## src/rtl/alu_pkg.sv

```systemverilog
// Shared ALU types: opcode encoding and request/response payloads.
// Used by the arbiter, its interface and any block that talks to the ALU.
package alu_pkg;

  localparam int unsigned ALU_W        = 32;
  localparam int unsigned ALU_OP_W     = 3;
  localparam int unsigned ALU_ID_MAX_W = 3;

  typedef enum logic [ALU_OP_W-1:0] {
    ALU_ADD = 3'b000,
    ALU_SLL = 3'b001,
    ALU_SRA = 3'b010,
    ALU_SUB = 3'b011,
    ALU_XOR = 3'b100,
    ALU_SRL = 3'b101,
    ALU_OR  = 3'b110,
    ALU_AND = 3'b111
  } alu_ops_t;

  typedef struct packed {
    alu_ops_t         aluop;
    logic [ALU_W-1:0] a;
    logic [ALU_W-1:0] b;
  } alu_req_t;

  // id is sized for the largest requester count; users narrow it to their ID_W.
  typedef struct packed {
    logic [ALU_ID_MAX_W-1:0] id;
    logic [ALU_W-1:0]        f;
  } alu_resp_t;

endpackage

```

## src/rtl/alu_arbiter_if.sv

```systemverilog
// Request, ALU and response channels of alu_arbiter.
// slave: the arbiter's view; master: the requesters/consumer/ALU environment.
interface alu_arbiter_if
  import alu_pkg::*;
#(
  parameter int unsigned NUM_REQ = 4
);

  localparam int unsigned ID_W = (NUM_REQ > 1) ? $clog2(NUM_REQ) : 1;

  logic [NUM_REQ-1:0]                req_valid;
  logic [NUM_REQ-1:0]                req_ready;
  logic [NUM_REQ-1:0][ALU_OP_W-1:0]  req_aluop;
  logic [NUM_REQ-1:0][ALU_W-1:0]     req_a;
  logic [NUM_REQ-1:0][ALU_W-1:0]     req_b;

  logic [ALU_OP_W-1:0]               alu_aluop;
  logic [ALU_W-1:0]                  alu_a;
  logic [ALU_W-1:0]                  alu_b;
  logic [ALU_W-1:0]                  alu_f;

  logic                              resp_valid;
  logic                              resp_ready;
  logic [ID_W-1:0]                   resp_id;
  logic [ALU_W-1:0]                  resp_f;

  modport slave (
    input  req_valid, req_aluop, req_a, req_b, alu_f, resp_ready,
    output req_ready, alu_aluop, alu_a, alu_b, resp_valid, resp_id, resp_f
  );

  modport master (
    output req_valid, req_aluop, req_a, req_b, alu_f, resp_ready,
    input  req_ready, alu_aluop, alu_a, alu_b, resp_valid, resp_id, resp_f
  );

endinterface

```

## src/rtl/alu_arbiter_rr_arbiter.sv

```systemverilog
// Combinational round-robin picker: first asserted req at or after ptr, wrapping.
// gnt/gnt_idx are zero when en is low or nothing is requested.
module rr_arbiter #(
  parameter  int unsigned N     = 4,
  localparam int unsigned IDX_W = (N > 1) ? $clog2(N) : 1
) (
  input  logic [N-1:0]     req,
  input  logic [IDX_W-1:0] ptr,
  input  logic             en,
  output logic [N-1:0]     gnt,
  output logic [IDX_W-1:0] gnt_idx
);

  logic             found;
  logic [IDX_W-1:0] win;
  int unsigned      k;

  always_comb begin
    found   = 1'b0;
    win     = '0;
    k       = 0;
    gnt     = '0;
    gnt_idx = '0;
    for (int unsigned i = 0; i < N; i++) begin
      k = (32'(ptr) + i) % N;
      if (!found && req[IDX_W'(k)]) begin
        found = 1'b1;
        win   = IDX_W'(k);
      end
    end
    if (en && found) begin
      gnt[win] = 1'b1;
      gnt_idx  = win;
    end
  end

endmodule

```

## src/rtl/alu_arbiter.sv

```systemverilog
// Shares one registered ALU among NUM_REQ requesters: round-robin issue, 2-entry response FIFO.
// Optional feature: define ALU_ARB_STALL_CNT_EN to add the saturating stall_cnt output.
module alu_arbiter
  import alu_pkg::*;
#(
  parameter int unsigned NUM_REQ = 4
) (
  input  logic          clk,
  input  logic          rst_n,
  alu_arbiter_if.slave  bus
`ifdef ALU_ARB_STALL_CNT_EN
  ,
  output logic [31:0]   stall_cnt
`endif
);

  localparam int unsigned ID_W       = (NUM_REQ > 1) ? $clog2(NUM_REQ) : 1;
  localparam int unsigned FIFO_DEPTH = 2;
  localparam int unsigned CNT_W      = 2;

  logic [NUM_REQ-1:0] gnt;
  logic [ID_W-1:0]    gnt_idx;
  logic [ID_W-1:0]    rr_ptr;
  logic [ID_W-1:0]    rr_ptr_nxt;
  logic [ID_W-1:0]    inflight_id;
  logic               inflight;
  logic               issue_ok;
  logic               arb_en;
  logic               hs;
  logic               resp_fire;
  logic               push;
  alu_req_t           issue_req;

  logic [CNT_W-1:0]   fifo_count;
  logic               rd_ptr;
  logic               wr_ptr;
  logic [ID_W-1:0]    fifo_id [FIFO_DEPTH];
  logic [ALU_W-1:0]   fifo_f  [FIFO_DEPTH];

  assign resp_fire = bus.resp_valid & bus.resp_ready;

  // Occupied slots (FIFO + in-flight) minus this cycle's pop must leave room for one more.
  assign issue_ok = (3'(fifo_count) + 3'(inflight)) < (3'd2 + 3'(resp_fire));
  assign arb_en   = issue_ok & rst_n;

  rr_arbiter #(
    .N (NUM_REQ)
  ) u_rr (
    .req     (bus.req_valid),
    .ptr     (rr_ptr),
    .en      (arb_en),
    .gnt     (gnt),
    .gnt_idx (gnt_idx)
  );

  assign bus.req_ready = gnt;
  assign hs            = |gnt;
  assign rr_ptr_nxt    = (gnt_idx == ID_W'(NUM_REQ - 1)) ? '0 : gnt_idx + ID_W'(1);

  // ALU inputs follow the winner during a handshake and are zero otherwise.
  always_comb begin
    issue_req = '0;
    if (hs) begin
      issue_req.aluop = alu_ops_t'(bus.req_aluop[gnt_idx]);
      issue_req.a     = bus.req_a[gnt_idx];
      issue_req.b     = bus.req_b[gnt_idx];
    end
  end

  assign bus.alu_aluop = issue_req.aluop;
  assign bus.alu_a     = issue_req.a;
  assign bus.alu_b     = issue_req.b;

  // Issue tracking: one op can be in the ALU pipeline stage at a time.
  always_ff @(posedge clk or negedge rst_n) begin
    if (!rst_n) begin
      inflight    <= 1'b0;
      inflight_id <= '0;
      rr_ptr      <= '0;
    end else begin
      inflight <= hs;
      if (hs) begin
        inflight_id <= gnt_idx;
        rr_ptr      <= rr_ptr_nxt;
      end
    end
  end

  assign push = inflight;

  // Response FIFO; the credit rule guarantees push never hits a full FIFO without a pop.
  always_ff @(posedge clk or negedge rst_n) begin
    if (!rst_n) begin
      fifo_count <= '0;
      rd_ptr     <= 1'b0;
      wr_ptr     <= 1'b0;
      for (int unsigned i = 0; i < FIFO_DEPTH; i++) begin
        fifo_id[i] <= '0;
        fifo_f[i]  <= '0;
      end
    end else begin
      if (push) begin
        fifo_id[wr_ptr] <= inflight_id;
        fifo_f[wr_ptr]  <= bus.alu_f;
        wr_ptr          <= ~wr_ptr;
      end
      if (resp_fire) begin
        rd_ptr <= ~rd_ptr;
      end
      case ({push, resp_fire})
        2'b10:   fifo_count <= fifo_count + CNT_W'(1);
        2'b01:   fifo_count <= fifo_count - CNT_W'(1);
        default: fifo_count <= fifo_count;
      endcase
    end
  end

  assign bus.resp_valid = (fifo_count != '0);
  assign bus.resp_id    = fifo_id[rd_ptr];
  assign bus.resp_f     = fifo_f[rd_ptr];

`ifdef ALU_ARB_STALL_CNT_EN
  // Cycles where someone wants to issue but no credit is available; saturates.
  always_ff @(posedge clk or negedge rst_n) begin
    if (!rst_n) begin
      stall_cnt <= '0;
    end else if ((|bus.req_valid) && !issue_ok && (stall_cnt != 32'hFFFF_FFFF)) begin
      stall_cnt <= stall_cnt + 32'd1;
    end
  end
`endif

endmodule

```

## src/flat_wrapper.sv

```systemverilog
// flat-port wrapper written by rule: the top's interface ports become plain ports
module alu_arbiter_flat import alu_pkg::*;
#(
  parameter int unsigned NUM_REQ = 4
)
  (clk, rst_n, bus_req_valid, bus_req_aluop, bus_req_a, bus_req_b, bus_alu_f, bus_resp_ready, bus_req_ready, bus_alu_aluop, bus_alu_a, bus_alu_b, bus_resp_valid, bus_resp_id, bus_resp_f);
  alu_arbiter_if #(.NUM_REQ(NUM_REQ)) bus_i ();
  input  logic clk;
  input  logic rst_n;
  input wire logic [$bits(bus_i.req_valid)-1:0] bus_req_valid;
  input wire logic [$bits(bus_i.req_aluop)-1:0] bus_req_aluop;
  input wire logic [$bits(bus_i.req_a)-1:0] bus_req_a;
  input wire logic [$bits(bus_i.req_b)-1:0] bus_req_b;
  input wire logic [$bits(bus_i.alu_f)-1:0] bus_alu_f;
  input wire logic [$bits(bus_i.resp_ready)-1:0] bus_resp_ready;
  output wire logic [$bits(bus_i.req_ready)-1:0] bus_req_ready;
  output wire logic [$bits(bus_i.alu_aluop)-1:0] bus_alu_aluop;
  output wire logic [$bits(bus_i.alu_a)-1:0] bus_alu_a;
  output wire logic [$bits(bus_i.alu_b)-1:0] bus_alu_b;
  output wire logic [$bits(bus_i.resp_valid)-1:0] bus_resp_valid;
  output wire logic [$bits(bus_i.resp_id)-1:0] bus_resp_id;
  output wire logic [$bits(bus_i.resp_f)-1:0] bus_resp_f;
  assign bus_i.req_valid = bus_req_valid;
  assign bus_i.req_aluop = bus_req_aluop;
  assign bus_i.req_a = bus_req_a;
  assign bus_i.req_b = bus_req_b;
  assign bus_i.alu_f = bus_alu_f;
  assign bus_i.resp_ready = bus_resp_ready;
  assign bus_req_ready = bus_i.req_ready;
  assign bus_alu_aluop = bus_i.alu_aluop;
  assign bus_alu_a = bus_i.alu_a;
  assign bus_alu_b = bus_i.alu_b;
  assign bus_resp_valid = bus_i.resp_valid;
  assign bus_resp_id = bus_i.resp_id;
  assign bus_resp_f = bus_i.resp_f;
  alu_arbiter #(.NUM_REQ(NUM_REQ)) u_core (.clk(clk), .rst_n(rst_n), .bus(bus_i));
endmodule
```

## config.mk

```make
export PLATFORM = sky130hd
export DESIGN_NAME = alu_arbiter_flat
export DESIGN_NICKNAME = d
export VERILOG_FILES = /design/src/rtl/alu_pkg.sv /design/src/rtl/alu_arbiter_if.sv /design/src/rtl/alu_arbiter_rr_arbiter.sv /design/src/rtl/alu_arbiter.sv /design/src/flat_wrapper.sv
export SDC_FILE = /design/constraint.sdc
export NUM_CORES = 1
export LEC_CHECK = 0
export CAP_MARGIN = 30
export CELL_PAD_IN_SITES_DETAIL_PLACEMENT = 1
export CELL_PAD_IN_SITES_GLOBAL_PLACEMENT = 1
export CORE_AREA = 2 2 159 161
export CTS_BUF_LIST = sky130_fd_sc_hd__clkbuf_2 sky130_fd_sc_hd__clkbuf_4 sky130_fd_sc_hd__clkbuf_8
export DETAILED_ROUTE_END_ITERATION = 16
export DIE_AREA = 0 0 161 163
export PLACE_DENSITY = 0.77
export SETUP_SLACK_MARGIN = 0.02
export SYNTH_ARGS = -nofsm -noshare
export SYNTH_HDL_FRONTEND = slang
export SYNTH_HIERARCHICAL = 1
export SYNTH_SLANG_ARGS = --single-unit
```

## constraint.sdc

```tcl
create_clock -name clk -period 8.54 [get_ports clk]
set_input_delay 1.281 -clock clk [delete_from_list [all_inputs] [get_ports clk]]
set_output_delay 1.281 -clock clk [all_outputs]
set_load 0.02 [all_outputs]
```

# [After elaboration in Yosys (flattened, before gate mapping)]
# Cells that the tools add are included.
[totals] in_bits=307 word_cells=91 out_inout_bits=106 regBits=77
[classes] n_addsub=8 n_lt_le_gt_ge=11 eq_ne=3 n_reduce_logical=12 mux=41 n_bitwise=6
[ops] operator="$mux 32" count=6
[ops] operator="$bmux 32 s2" count=2
[ops] operator="$mux 67" count=1
[ops] operator="$bwmux 64" count=1
[ops] operator="$demux 32 s1" count=1
[ops] operator="$mux 2" count=10
[ops] operator="$lt 2x3->1 const B" count=6
[ops] operator="$mux 1" count=9
[ops] operator="$bmux 1 s2" count=4
[ops] operator="$add 2x1->2 const B" count=3
[ops] operator="$bmux 3 s2" count=1
[ops] operator="$logic_and 1x1->1" count=6
[ops] operator="$add 2x2->2 const B" count=2
[ops] operator="$bwmux 4" count=1
[ops] operator="$eq 2x2->1 const B" count=2
[ops] operator="$ge 2x2->1 const B" count=2
[ops] operator="$mux 4" count=1
[ops] operator="$not 1->2" count=2
[ops] operator="$pmux 2 s2" count=1
[ops] operator="$reduce_bool 2->1" count=2
[ops] operator="$reduce_or 4->1" count=1
[ops] operator="$add 2x1->3" count=1
[ops] operator="$add 2x1->3 const A" count=1
[ops] operator="$logic_not 1->1" count=3
[ops] operator="other kinds (10)" count=12

# [Logic depth before layout (Yosys ltp)]
# Gate-level depths: netlist of the first run.
[logic_depth] word_depth=19 mapped_depth=11 depth_no_buf=9

# [Modules after synthesis]
# The synthesis of the first run kept the hierarchy.
[modules_own_cells] module="alu_arbiter" cells_each=371 area_per_inst_um2=5504.0 seq_area_each_um2=1926.8 n_inst=1
[modules_own_cells] module="rr_arbiter" cells_each=17 area_per_inst_um2=146.4 seq_area_each_um2=0.0 n_inst=1

# [Worst setup path before layout of the first run]
# OpenSTA, ideal clock, no wires.
[synth_timing] path_kind="in2out" from="in bus_resp_ready" to="out bus_alu_a[17]" required_time_ns=7.259 path_buffers=1 stages=8 slack_ns=3.920 arrival_time_ns=3.339 cell_sequence="o21ai_0 o21ai_0 and3b_1 o41ai_4 nor3b_1 nor4_4 clkbuf_1 nor2b_1"
[synth_via] word_cells_on_any_way=11 classes_between="add/sub (1); order compare (1); mux (5); bitwise (2); reduce/logical (2)"
[synth_lines] item="start: declaration" line="flat_wrapper.sv:15" rtl="input wire logic [$bits(bus_i.resp_ready)-1:0] bus_resp_ready;"
[synth_lines] item="$and 1x1->1" line="alu_arbiter.sv:40" rtl="assign resp_fire = bus.resp_valid & bus.resp_ready;"
[synth_lines] item="$add 2x1->3" line="alu_arbiter.sv:43" rtl="assign issue_ok = (3'(fifo_count) + 3'(inflight)) < (3'd2 + 3'(resp_fire));"
[synth_lines] item="$lt 3x3->1" line="alu_arbiter.sv:43"
[synth_lines] item="$and 1x1->1" line="alu_arbiter.sv:44" rtl="assign arb_en = issue_ok & rst_n;"
[synth_lines] item="named net u_core.arb_en" line="alu_arbiter.sv:28" rtl="logic arb_en;"
[synth_lines] item="$logic_and 1x1->1" line="alu_arbiter_rr_arbiter.sv:31" rtl="if (en && found) begin"
[synth_lines] item="$mux 4" line="alu_arbiter_rr_arbiter.sv:31"
[synth_lines] item="named net bus_req_ready[2]" line="flat_wrapper.sv:16" rtl="output wire logic [$bits(bus_i.req_ready)-1:0] bus_req_ready;"
[synth_lines] item="$reduce_or 4->1" line="alu_arbiter.sv:57" rtl="assign hs = |gnt;"
[synth_lines] item="$mux 67" line="alu_arbiter.sv:63" rtl="if (hs) begin"
[synth_lines] item="end: declaration" line="flat_wrapper.sv:18" rtl="output wire logic [$bits(bus_i.alu_a)-1:0] bus_alu_a;"
# The timed path passes the listed nets, and every way through them passes these cells. The select of a mux whose other input is x is not followed.

# [Worst setup path after layout of the first run]
[layout_timing] from="in bus_resp_ready" to="out bus_alu_b[4]"
[layout_via] elab_chain_len=9 word_cells_on_any_way=11 classes_between="add/sub (1); order compare (1); mux (5); bitwise (2); reduce/logical (2)"
[layout_lines] item="$and 1x1->1" line="alu_arbiter.sv:40"
[layout_lines] item="$add 2x1->3" line="alu_arbiter.sv:43"
[layout_lines] item="$lt 3x3->1" line="alu_arbiter.sv:43"
[layout_lines] item="$and 1x1->1" line="alu_arbiter.sv:44"
[layout_lines] item="named net u_core.arb_en" line="alu_arbiter.sv:28"
[layout_lines] item="$logic_and 1x1->1" line="alu_arbiter_rr_arbiter.sv:31"
[layout_lines] item="$mux 2" line="alu_arbiter_rr_arbiter.sv:31"
[layout_lines] item="named net u_core.gnt_idx[0]" line="alu_arbiter.sv:22" rtl="logic [ID_W-1:0] gnt_idx;"
[layout_lines] item="$bmux 32 s2" line="alu_arbiter.sv:66" rtl="issue_req.b = bus.req_b[gnt_idx];"
[layout_lines] item="$mux 32 (not written as such)" line="alu_arbiter.sv:66"
[layout_lines] item="$mux 67" line="alu_arbiter.sv:63"
[layout_lines] item="end: declaration" line="flat_wrapper.sv:19" rtl="output wire logic [$bits(bus_i.alu_b)-1:0] bus_alu_b;"
# The timed path passes the listed nets, and every way through them passes these cells. The select of a mux whose other input is x is not followed.

==> flow_metrics.py, run 1 <==
metrics = {
    "run_status": {
        "outcome": "finished clean",
    },
    "floorplanning": {
        "rows": 58,
        "die_x_um": 161,
        "ios": 413,
        "start_util_pct": 22.90,
        "core_um2": 24670,
        "fp.dieH_um": 163,
        "design.die.area_um2": 26240,
    },
    "timing": {
        "rsz0062_at_grt": "false",
        "setup_viol": 0,
        "tightest_slew_ns": 0.9751,
        "report.final.hold_viol_count": 0,
        "period_needed_ns": 6.254,
        "hold-worst-slack_ns": 0.5038,
        "finalMaxSlewViolations": 0,
        "timing.setup.tns_ns": 0,
        "relSlewSlack_pct": 34.99,
        "setup_slack_ns": 2.286,
        "timing.final.crit_share_pct": 73.23,
        "skew_ns": 0.01101,
        "fmax_mhz": 159.9,
    },
    "drt": {
        "drt-initial-drc-count": 256,
        "ant_nets": 0,
        "drt_first_pass_iters": 4,
        "vias": 5129,
        "post_drt_wl_per_cell_um": 25.02,
        "wl_mm": 28.13,
        "detail_route.vias_per_cell": 4.563,
        "drcViolationCount": 0,
    },
    "synth": {
        "synth_nets": 699,
        "syn_area_um2": 5650,
        "synth_top_area_share_pct": 34.10,
        "synth_edf_count": 0,
        "synth_cells": 388,
        "synth-main-ff-cell": "dfrtp_1",
        "synth_cell_types": 35,
        "synth.avg_cell_area_um2": 14.56,
        "yosys.area.top_type": "dfrtp_1",
        "synth-async-reset-ratio_pct": 100.0,
        "ys_ff_latch": 77,
        "ys_warn_count": 6,
        "yosys-top-cells-area": "dfrtp_1 (34%), mux4_2 (27%), mux2_2 (21%)",
        "yosysSeqAreaShare_pct": 34.10,
    },
    "setup_path": {
        "crit_buf_inv": 3,
        "cp_cell_sequence": "clkdlybuf4s50_1, o21ai_0, o21ai_0, and3b_1, o41ai_4, nor2_4, buf_12, mux4_2, nor2b_1, clkdlybuf4s50_1",
        "startpoint_type": "primary input",
        "slowest_delay_ns": 0.68,
        "reg2reg_slack_ns": 5.24,
        "crit_fanout": 52,
        "slowest_stage": "nor2_4",
        "crit_required_ns": 7.26,
        "crit_family": "buffers and inverters",
        "worst-setup-path-type": "primary input to primary output",
        "end_kind": "primary output",
        "worstPathArrival_ns": 4.97,
    },
    "cts": {
        "hold_buffers": 0,
        "clockRootBuffer": "clkbuf_8",
        "clock_latency_ns": 0.35,
        "cts_tree": "yes",
        "htree_levels": 3,
        "cts.sinks": 77,
        "cts_buffer_depth": 2,
        "clk_pin_slew_worst_paths_ns": 0.07,
        "cts_resized": 0,
        "cts_buffers": 9,
        "postCtsSetupRepairBufs": 0,
    },
    "finish": {
        "fin_util_pct": 41.76,
        "fin_area_um2": 10300,
        "final_cell_mix": "clkdlybuf4s50_1 (411), mux2_2 (105), dfrtp_1 (77)",
        "stdcell_count": 1124,
        "syn2layout_area_growth_pct": 82.35,
        "num-fill-cells": 2639,
        "drive_gt1_share_pct": 27.00,
        "final_common_cell": "clkdlybuf4s50_1",
        "nets": 1096,
    },
    "pwr": {
        "p_sw_share_pct": 39.09,
        "p_sw_mw": 1.210,
        "p_comb_share_pct": 69.1,
        "p_int_mw": 1.885,
        "finalPower_mw": 3.094,
        "clkPwrFrac_pct": 9.7,
        "p_seq_share_pct": 21.1,
        "ir_worst_vdd_uv": 157.9,
        "leakagePower_nw": 3.836,
        "power_density_nw_per_um2": 300.3,
    },
    "place": {
        "gp_congestion": 0.7751,
        "portBuffers": 412,
        "numPlacedInstances": 1104,
        "placed_area_um2": 10080,
        "dpl.hpwl_mm": 23.21,
        "pre_cts_ws_ns": 2.202,
    },
    "worst_hold_path": {
        "min-delay-path-class": "flop to flop",
    },
    "grt": {
        "overflow": 0,
        "grt_max_degree": 74,
        "grt_pass1_vias": 5827,
        "grt_first_pass_wirelength_mm": 39.49,
        "antenna_found_initial": 7,
        "track_usage_pct": 20.94,
    },
    "flow_run": {
        "cap_violations": 0,
    },
}
-- power by group through the flow --
stage	clock (mW)	combinational, mW	sequential [mW]
2_1_floorplan	0	1.31	0.619
3_3_place_gp	0	2.13	0.648
3_5_place_dp	0	2.16	0.660
4_1_cts	0.313	2.17	0.655
5_1_grt	0.327	2.27	0.682
6_report	0.301	2.14	0.654
-- worst paths after layout --
path                       cells after the start            startpoint                     to
setup / recovery                              10        bus_resp_ready           bus_alu_b[4]
hold / removal                                 1     u_core/fifo_f[13]      u_core/fifo_f[13]
setup reg to reg                               9  u_core/fifo_count[0]       u_core/rr_ptr[1]
hold reg to reg                                1     u_core/fifo_f[13]      u_core/fifo_f[13]
max in group asynchronous                      2                 rst_n  u_core/inflight_id[1]
min in group asynchronous                      1                 rst_n      u_core/fifo_f[35]
-- cells by family (layout without fill, tap and decap cells) --
group / after synthesis / after routing / synth area share [%]
AOI/OAI and AO/OA: 10 / 10 / 1.727
adders and majority gates: 4 / 4 / 0.8858
xor gates and xnor gates: 5 / 5 / 0.7752
DFF: 77 / 77 / 34.10
buffers and inverters: 37 / 438 / 3.875
muxes: 173 / 173 / 47.81
and+or+nand+nor: 82 / 82 / 10.83
other: 0 / 5 / 0
-- cells in the mapped netlist (2+ instances only) --
cell,number
mux2_2,105
dfrtp_1,77
mux4_2,67
nor2b_1,38
and2b_1,21
buf_2,14
clkbuf_1,10
nor2b_4,8
buf_4,6
ha_1,4
inv_1,4
nand2_1,3
nor2_1,3
xnor2_1,3
a21oi_1,2
buf_12,2
o21ai_0,2
xor2_1,2
-- final cells by class --
| cell class | instances | area (um2) | share of cell area, % |
|---|---|---|---|
| diodes | 5 | 12.51 | 0.1214 |
| clock buffers | 11 | 138.9 | 1.348 |
| clock inverters | 4 | 73.82 | 0.7165 |
| inverters | 4 | 15.01 | 0.1457 |
| multi-input cells | 274 | 3525 | 34.21 |
| flip-flops and latches | 77 | 1927 | 18.70 |
| well taps | 330 | 412.9 | 4.007 |
| repair buffers | 419 | 4199 | 40.75 |
-- worst reg2reg max path, delay by kind of cell, from the launching register on --
kind	cells	cell delay, ns
AO/OA/AOI/OAI	2	0.22
adder cells (fa/ha/maj)	3	0.83
buffers and inverters	1	0.71
flip-flops	1	0.44
multiplexers	1	0.26
AND/OR/NAND/NOR	2	0.71
-- per-layer routing --
| metal | track usage (%) | vias up | share of wire [%] |
|---|---|---|---|
| met4 | 4.261 | 0 | 1.4 |
| li1 | - | 2280 | - |
| met1 | 26.26 | 2615 | 40 |
| met3 | 5.271 | 23 | 7.1 |
| met2 | 36.62 | 211 | 51 |
| met5 | 0 | - | 0 |
-- sequential cells by signal, summed over array words and instances, names as in the netlist --
register / count
u_core/fifo_f: 64
u_core/fifo_id: 4
u_core/fifo_count: 2
u_core/inflight_id: 2
u_core/rr_ptr: 2
u_core/inflight: 1
u_core/rd_ptr: 1
u_core/wr_ptr: 1
Power figures use the tool's default switching activity.
==> run 2, diff against run 1 <==
--- a/config.mk
+++ b/config.mk
@@ -8,11 +8,11 @@
 export CAP_MARGIN = 30
 export CELL_PAD_IN_SITES_DETAIL_PLACEMENT = 1
 export CELL_PAD_IN_SITES_GLOBAL_PLACEMENT = 1
-export CORE_AREA = 2 2 159 161
+export CORE_AREA = 2 2 162 164
 export CTS_BUF_LIST = sky130_fd_sc_hd__clkbuf_2 sky130_fd_sc_hd__clkbuf_4 sky130_fd_sc_hd__clkbuf_8
 export DETAILED_ROUTE_END_ITERATION = 16
-export DIE_AREA = 0 0 161 163
-export PLACE_DENSITY = 0.77
+export DIE_AREA = 0 0 164 166
+export PLACE_DENSITY = 0.78
 export SETUP_SLACK_MARGIN = 0.02
 export SYNTH_ARGS = -nofsm -noshare
 export SYNTH_HDL_FRONTEND = slang
==> constraint.sdc (replaced) <==
create_clock -name clk -period 5.3 [get_ports clk]
set_input_delay 0.795 -clock clk [delete_from_list [all_inputs] [get_ports clk]]
set_output_delay 0.795 -clock clk [all_outputs]
set_load 0.02 [all_outputs]
==> run 2 against run 1 <==
Count of clock-buffer cells in the layout decreased by 1. First-iteration DRC count decreased by 3.1%. Clock skew is 0.0012 ns higher. Global-route usage shrank 0.14 points.
==> flow_metrics.py, run 2 (synthesis gave the netlist of run 1 again) <==
metrics = {
    "finish": {
        "final_cell_mix": "clkdlybuf4s50_1 (411), mux2_2 (105), dfrtp_1 (77)",
        "reg_top3": "u_core/fifo_f: 64 flops, u_core/fifo_id: 4 flops",
        "drive_gt1_share_pct": 27.18,
        "largest_reg_flops": 64,
        "syn2layout_area_growth_pct": 84.50,
        "fin_util_pct": 40.70,
        "regMostFlops": "u_core/fifo_f",
        "fin_area_um2": 10430,
        "num-fill-cells": 2706,
        "final_common_cell": "clkdlybuf4s50_1",
        "stdcell_count": 1132,
        "nets": 1098,
    },
    "place": {
        "numPlacedInstances": 1111,
        "portBuffers": 412,
        "placed_area_um2": 10160,
        "dpl.hpwl_mm": 23.98,
        "gp_congestion": 0.9380,
    },
    "cts": {
        "hold_buffers": 0,
        "clockRootBuffer": "clkbuf_8",
        "cts_resized": 0,
        "clock_latency_ns": 0.36,
        "cts_buffers": 9,
        "clk_pin_slew_worst_paths_ns": 0.09,
        "htree_levels": 3,
        "cts_buffer_depth": 2,
        "cts_tree": "yes",
        "cts.sinks": 77,
        "postCtsSetupRepairBufs": 0,
    },
    "setup_path": {
        "worstPathArrival_ns": 3.83,
        "startpoint_type": "primary input",
        "crit_required_ns": 4.51,
        "end_kind": "primary output",
        "worst-setup-path-type": "primary input to primary output",
        "rr_startpoint": "u_core/fifo_count[0]",
        "startpoint": "bus_resp_ready",
        "crit_fanout": 33,
    },
    "drt": {
        "post_drt_wl_per_cell_um": 25.08,
        "ant_nets": 0,
        "drcViolationCount": 0,
        "vias": 5164,
        "drt_first_pass_iters": 4,
        "drt-initial-drc-count": 248,
        "detail_route.vias_per_cell": 4.562,
        "wl_mm": 28.39,
    },
    "floorplanning": {
        "ios": 413,
        "rows": 59,
        "start_util_pct": 22.06,
        "die_x_um": 164,
        "core_um2": 25620,
        "fp.dieH_um": 166,
        "design.die.area_um2": 27220,
    },
    "pwr": {
        "leakagePower_nw": 3.881,
        "ir_worst_vdd_uv": 242.3,
        "power_density_nw_per_um2": 485.9,
    },
    "timing": {
        "rsz0062_at_grt": "false",
        "tightest_slew_ns": 0.8488,
        "relSlewSlack_pct": 43.41,
        "report.final.hold_viol_count": 0,
        "timing.final.crit_share_pct": 87.23,
        "fmax_mhz": 216.3,
        "skew_ns": 0.01223,
        "finalMaxSlewViolations": 0,
        "timing.setup.tns_ns": 0,
        "hold-worst-slack_ns": 0.3832,
        "period_needed_ns": 4.623,
        "setup_viol": 0,
    },
    "grt": {
        "track_usage_pct": 20.80,
        "grt_first_pass_wirelength_mm": 40.12,
        "grt_pass1_vias": 5831,
        "overflow": 0,
        "grt_max_degree": 73,
        "antenna_found_initial": 11,
    },
    "worst_hold_path": {
        "min-delay-path-class": "primary input to asynchronous set/reset pin",
    },
    "flow_run": {
        "cap_violations": 0,
    },
    "run_status": {
        "outcome": "finished clean",
    },
}
## run 2: changes by cell type in the layout (fill, tap and decap cells not counted), sizes merged
cell    previous run  this run
buf                8        10
clkbuf            11        10
bufinv             2         3
diode              5         6
clkinv             2         1
inv                4         5
## run 2: cell type report
type | instances | area [um2] | area share [%]
timing repair buffer | 421 | 4279 | 41.05
multi-input combinational | 274 | 3525 | 33.81
sequential | 77 | 1927 | 18.48
tap | 335 | 419.2 | 4.021
clock buffer | 10 | 137.6 | 1.320
clock inverter | 5 | 107.6 | 1.032
inverter | 4 | 15.01 | 0.1440
antenna | 6 | 15.01 | 0.1440
## run 2: worst paths after layout
| path | to | slack [ns] | depth (start not counted) |
|---|---|---|---|
| worst max-delay path | bus_alu_b[3] | 0.68 | 10 |
| worst min-delay path | u_core/fifo_f[53] | 0.38 | 2 |
| worst max register to register | u_core/inflight_id[0] | 2.43 | 9 |
| worst min register to register | u_core/fifo_f[0] | 0.51 | 1 |
| max in group asynchronous | u_core/fifo_f[39] | 4.33 | 3 |
| min in group clk | u_core/fifo_f[0] | 0.51 | 1 |
## run 2: power by group
group | switching [mW] | leakage [nW] | internal [mW]
registers | 0.181 | 0.917 | 0.885
clock network | 0.222 | 0.123 | 0.326
logic | 1.54 | 2.84 | 1.91
## run 2: layer usage
layer  track usage, %  wire (um)
met4            5.873        605
met3            5.370       2288
met1            22.95       9880
met5                0          0
met2            38.82      15610
## run 2: critical path, stage by stage
cell	delay (ns)
clkdlybuf4s50_1	0.45
o21ai_0	0.16
o21ai_0	0.21
and3b_1	0.25
o41ai_4	0.16
nor2_4	0.20
buf_12	0.27
mux4_2	0.58
nor2b_1	0.16
clkdlybuf4s50_1	0.59
## run 2: metrics by stage
step	setup WS, ns	power (mW)
2_1_floorplan	1.652	3.109
5_1_grt	0.4373	5.387
6_report	0.6767	5.066
4_1_cts	0.5864	5.147
3_3_place_gp	0.6478	4.502
3_5_place_dp	0.5976	4.579
==> edit (config.mk and constraints of run 1) <==
`NUM_REQ` is set to 4 in 3 places; all go to 2.
--- a/src/rtl/alu_arbiter_if.sv
+++ b/src/rtl/alu_arbiter_if.sv
@@ -4,5 +4,5 @@
   import alu_pkg::*;
 #(
-  parameter int unsigned NUM_REQ = 4
+  parameter int unsigned NUM_REQ = 2
 );
 
--- a/src/rtl/alu_arbiter.sv
+++ b/src/rtl/alu_arbiter.sv
@@ -4,5 +4,5 @@
   import alu_pkg::*;
 #(
-  parameter int unsigned NUM_REQ = 4
+  parameter int unsigned NUM_REQ = 2
 ) (
   input  logic          clk,
--- a/src/flat_wrapper.sv
+++ b/src/flat_wrapper.sv
@@ -2,5 +2,5 @@
 module alu_arbiter_flat import alu_pkg::*;
 #(
-  parameter int unsigned NUM_REQ = 4
+  parameter int unsigned NUM_REQ = 2
 )
   (clk, rst_n, bus_req_valid, bus_req_aluop, bus_req_a, bus_req_b, bus_alu_f, bus_resp_ready, bus_req_ready, bus_alu_aluop, bus_alu_a, bus_alu_b, bus_resp_valid, bus_resp_id, bus_resp_f);
Interface: changed (6 resized); port bits go from 413 to 274. The function was not compared with the original's and may differ.
==> edit against run 1 <==
Routed wire length is 46% lower. Worst hold slack worse by 0.015 ns. Setup slack gained 0.85 ns. Via count down 28%. Total power is 24% lower. Cell area down 27%. Largest power group unchanged. Area after synthesis decreased by 25%. Sequential power is 2% lower. Sequential cell count decreased by 4.
==> edit: results (changes against run 1) <==
{| class="wikitable"
! Metric !! Value
|-
| Post-placement setup slack || 3.08 ns (+0.876 ns)
|-
| Vias after detailed routing || 3702 (-28%)
|-
| Non-clock buffer share of cell area || 37.7% (-3.1 points)
|-
| Post-Syn Nets || 533 (-24%)
|-
| Area fraction in compound gates after synthesis || 0.592% (-1.1 points)
|-
| Clock buffers || 10 (-1)
|-
| Area contributors post-synth || sky130_fd_sc_hd__dfrtp_1 43%, sky130_fd_sc_hd__mux2_2 26%, sky130_fd_sc_hd__mux2i_1 16%
|-
| Cell area after placement || 0.00727 mm^2 (-28%)
|-
| Data arrival at the endpoint of the critical path || 4.12 ns (-0.85 ns)
|-
| Switching share of power || 39.3% (+0.22 points)
|-
| Number of placed instances, taps included || 941 (-15%)
|-
| Combinational fraction of design power || 62.1% (-7.0 points)
|-
| DR iter-0 viols || 131 (-49%)
|-
| Detailed-placement wirelength estimate || 11.4 mm (-51%)
|-
| Non-clock buffer instance count of the final layout || 279 (-33%)
|-
| Worst rel slew slack || 38.3% (+3.3 points)
|-
| # port buffers || 273 (-34%)
|-
| Antenna Cells || 0 (-5)
|-
| Overall global routing resource usage || 11.2% (-9.7 points)
|-
| VDD IR max || 0.105 mV (-34%)
|-
| Register share of the cell area || 24.5% (+5.8 points)
|-
| GP Congestion || 0.721 (-7.0%)
|-
| Post-Synthesis Mean Instance Area || 11.8 um^2 (-19%)
|-
| Post-synthesis mux area share || 42.5% (-5.3 points)
|-
| Synth Area in XOR/XNOR || 1.04% (+0.26 points)
|-
| Post-Layout Cell Count || 958 (-15%)
|-
| Number of flip-flops and latches || 73 (-5.2%)
|-
| Clock tree skew after final layout || 0.00787 ns (-0.00314 ns)
|-
| Clock buffers and inverters, area share || 2.36% (+0.30 points)
|-
| Post-synthesis adder-cell area fraction || 0.888% (+0.0024 points)
|-
| Static Leakage || 0.00281 uW (-27%)
|-
| First-pass GRT wire length || 22.7 mm (-43%)
|-
| Commonest cells post-synth || 98 x sky130_fd_sc_hd__mux2_2, 73 x sky130_fd_sc_hd__dfrtp_1, 69 x sky130_fd_sc_hd__nor2_1
|-
| Power dissipated in the clock network || 248 uW (-18%)
|-
| Worst Hold Margin || 0.489 ns (-0.0152 ns)
|-
| Register-to-Register Setup Slack || 5.85 ns (+0.61 ns)
|-
| Post-route minimum period || 5.40 ns (-0.852 ns)
|-
| Total Nets Final || 797 (-27%)
|-
| Proportion of synthesized chip area in sequential cells || 43.2% (+9.1 points)
|-
| Number of antenna violations at the first check in global routing || 0 (-7)
|-
| Cell with the biggest individual delay on the critical path || sky130_fd_sc_hd__clkdlybuf4s50_1
|-
| Multi-input comb cells || 256 (-6.6%)
|-
| Wire length reported by the detailed router || 15.1 mm (-46%)
|-
| Number of global-route vias before repair || 4077 (-30%)
|-
| Result of the run || finished clean
|-
| Sequential power share || 27.4% (+6.3 points)
|-
| Pin count of the biggest net entering global routing || 61 (-18%)
|-
| Synth unique cells || 19 (-46%)
|}
-- edit: cell count changes in the layout (fill, tap and decap cells not counted), sizes merged, moves of 5 or more --
| cell | change |
|---|---|
| mux2 | -5 |
| nor2b | -46 |
| mux2i | +66 |
| nor2 | +66 |
| and2b | -21 |
| diode | -5 |
| mux4 | -67 |
| clkdlybuf4s50 | -139 |
-- edit: path summary, 6_finish.rpt --
kind	from	endpoint	depth (start not counted)
setup / recovery	bus_resp_ready	bus_alu_a[5]	11
min in group asynchronous	rst_n	u_core/fifo_f[18]	1
max in group asynchronous	rst_n	u_core/fifo_f[10]	2
setup reg to reg	u_core/fifo_count[0]	u_core/rr_ptr	9
hold / removal	u_core/fifo_f[37]	u_core/fifo_f[37]	1
hold reg to reg	u_core/fifo_f[37]	u_core/fifo_f[37]	1
-- edit: layer usage --
| metal | wire length (um) | GRT usage [%] |
|---|---|---|
| met5 | 0 | 0 |
| met4 | 189 | 3.53 |
| met3 | 822 | 2.88 |
| met2 | 7680 | 19.5 |
| met1 | 6400 | 13.6 |
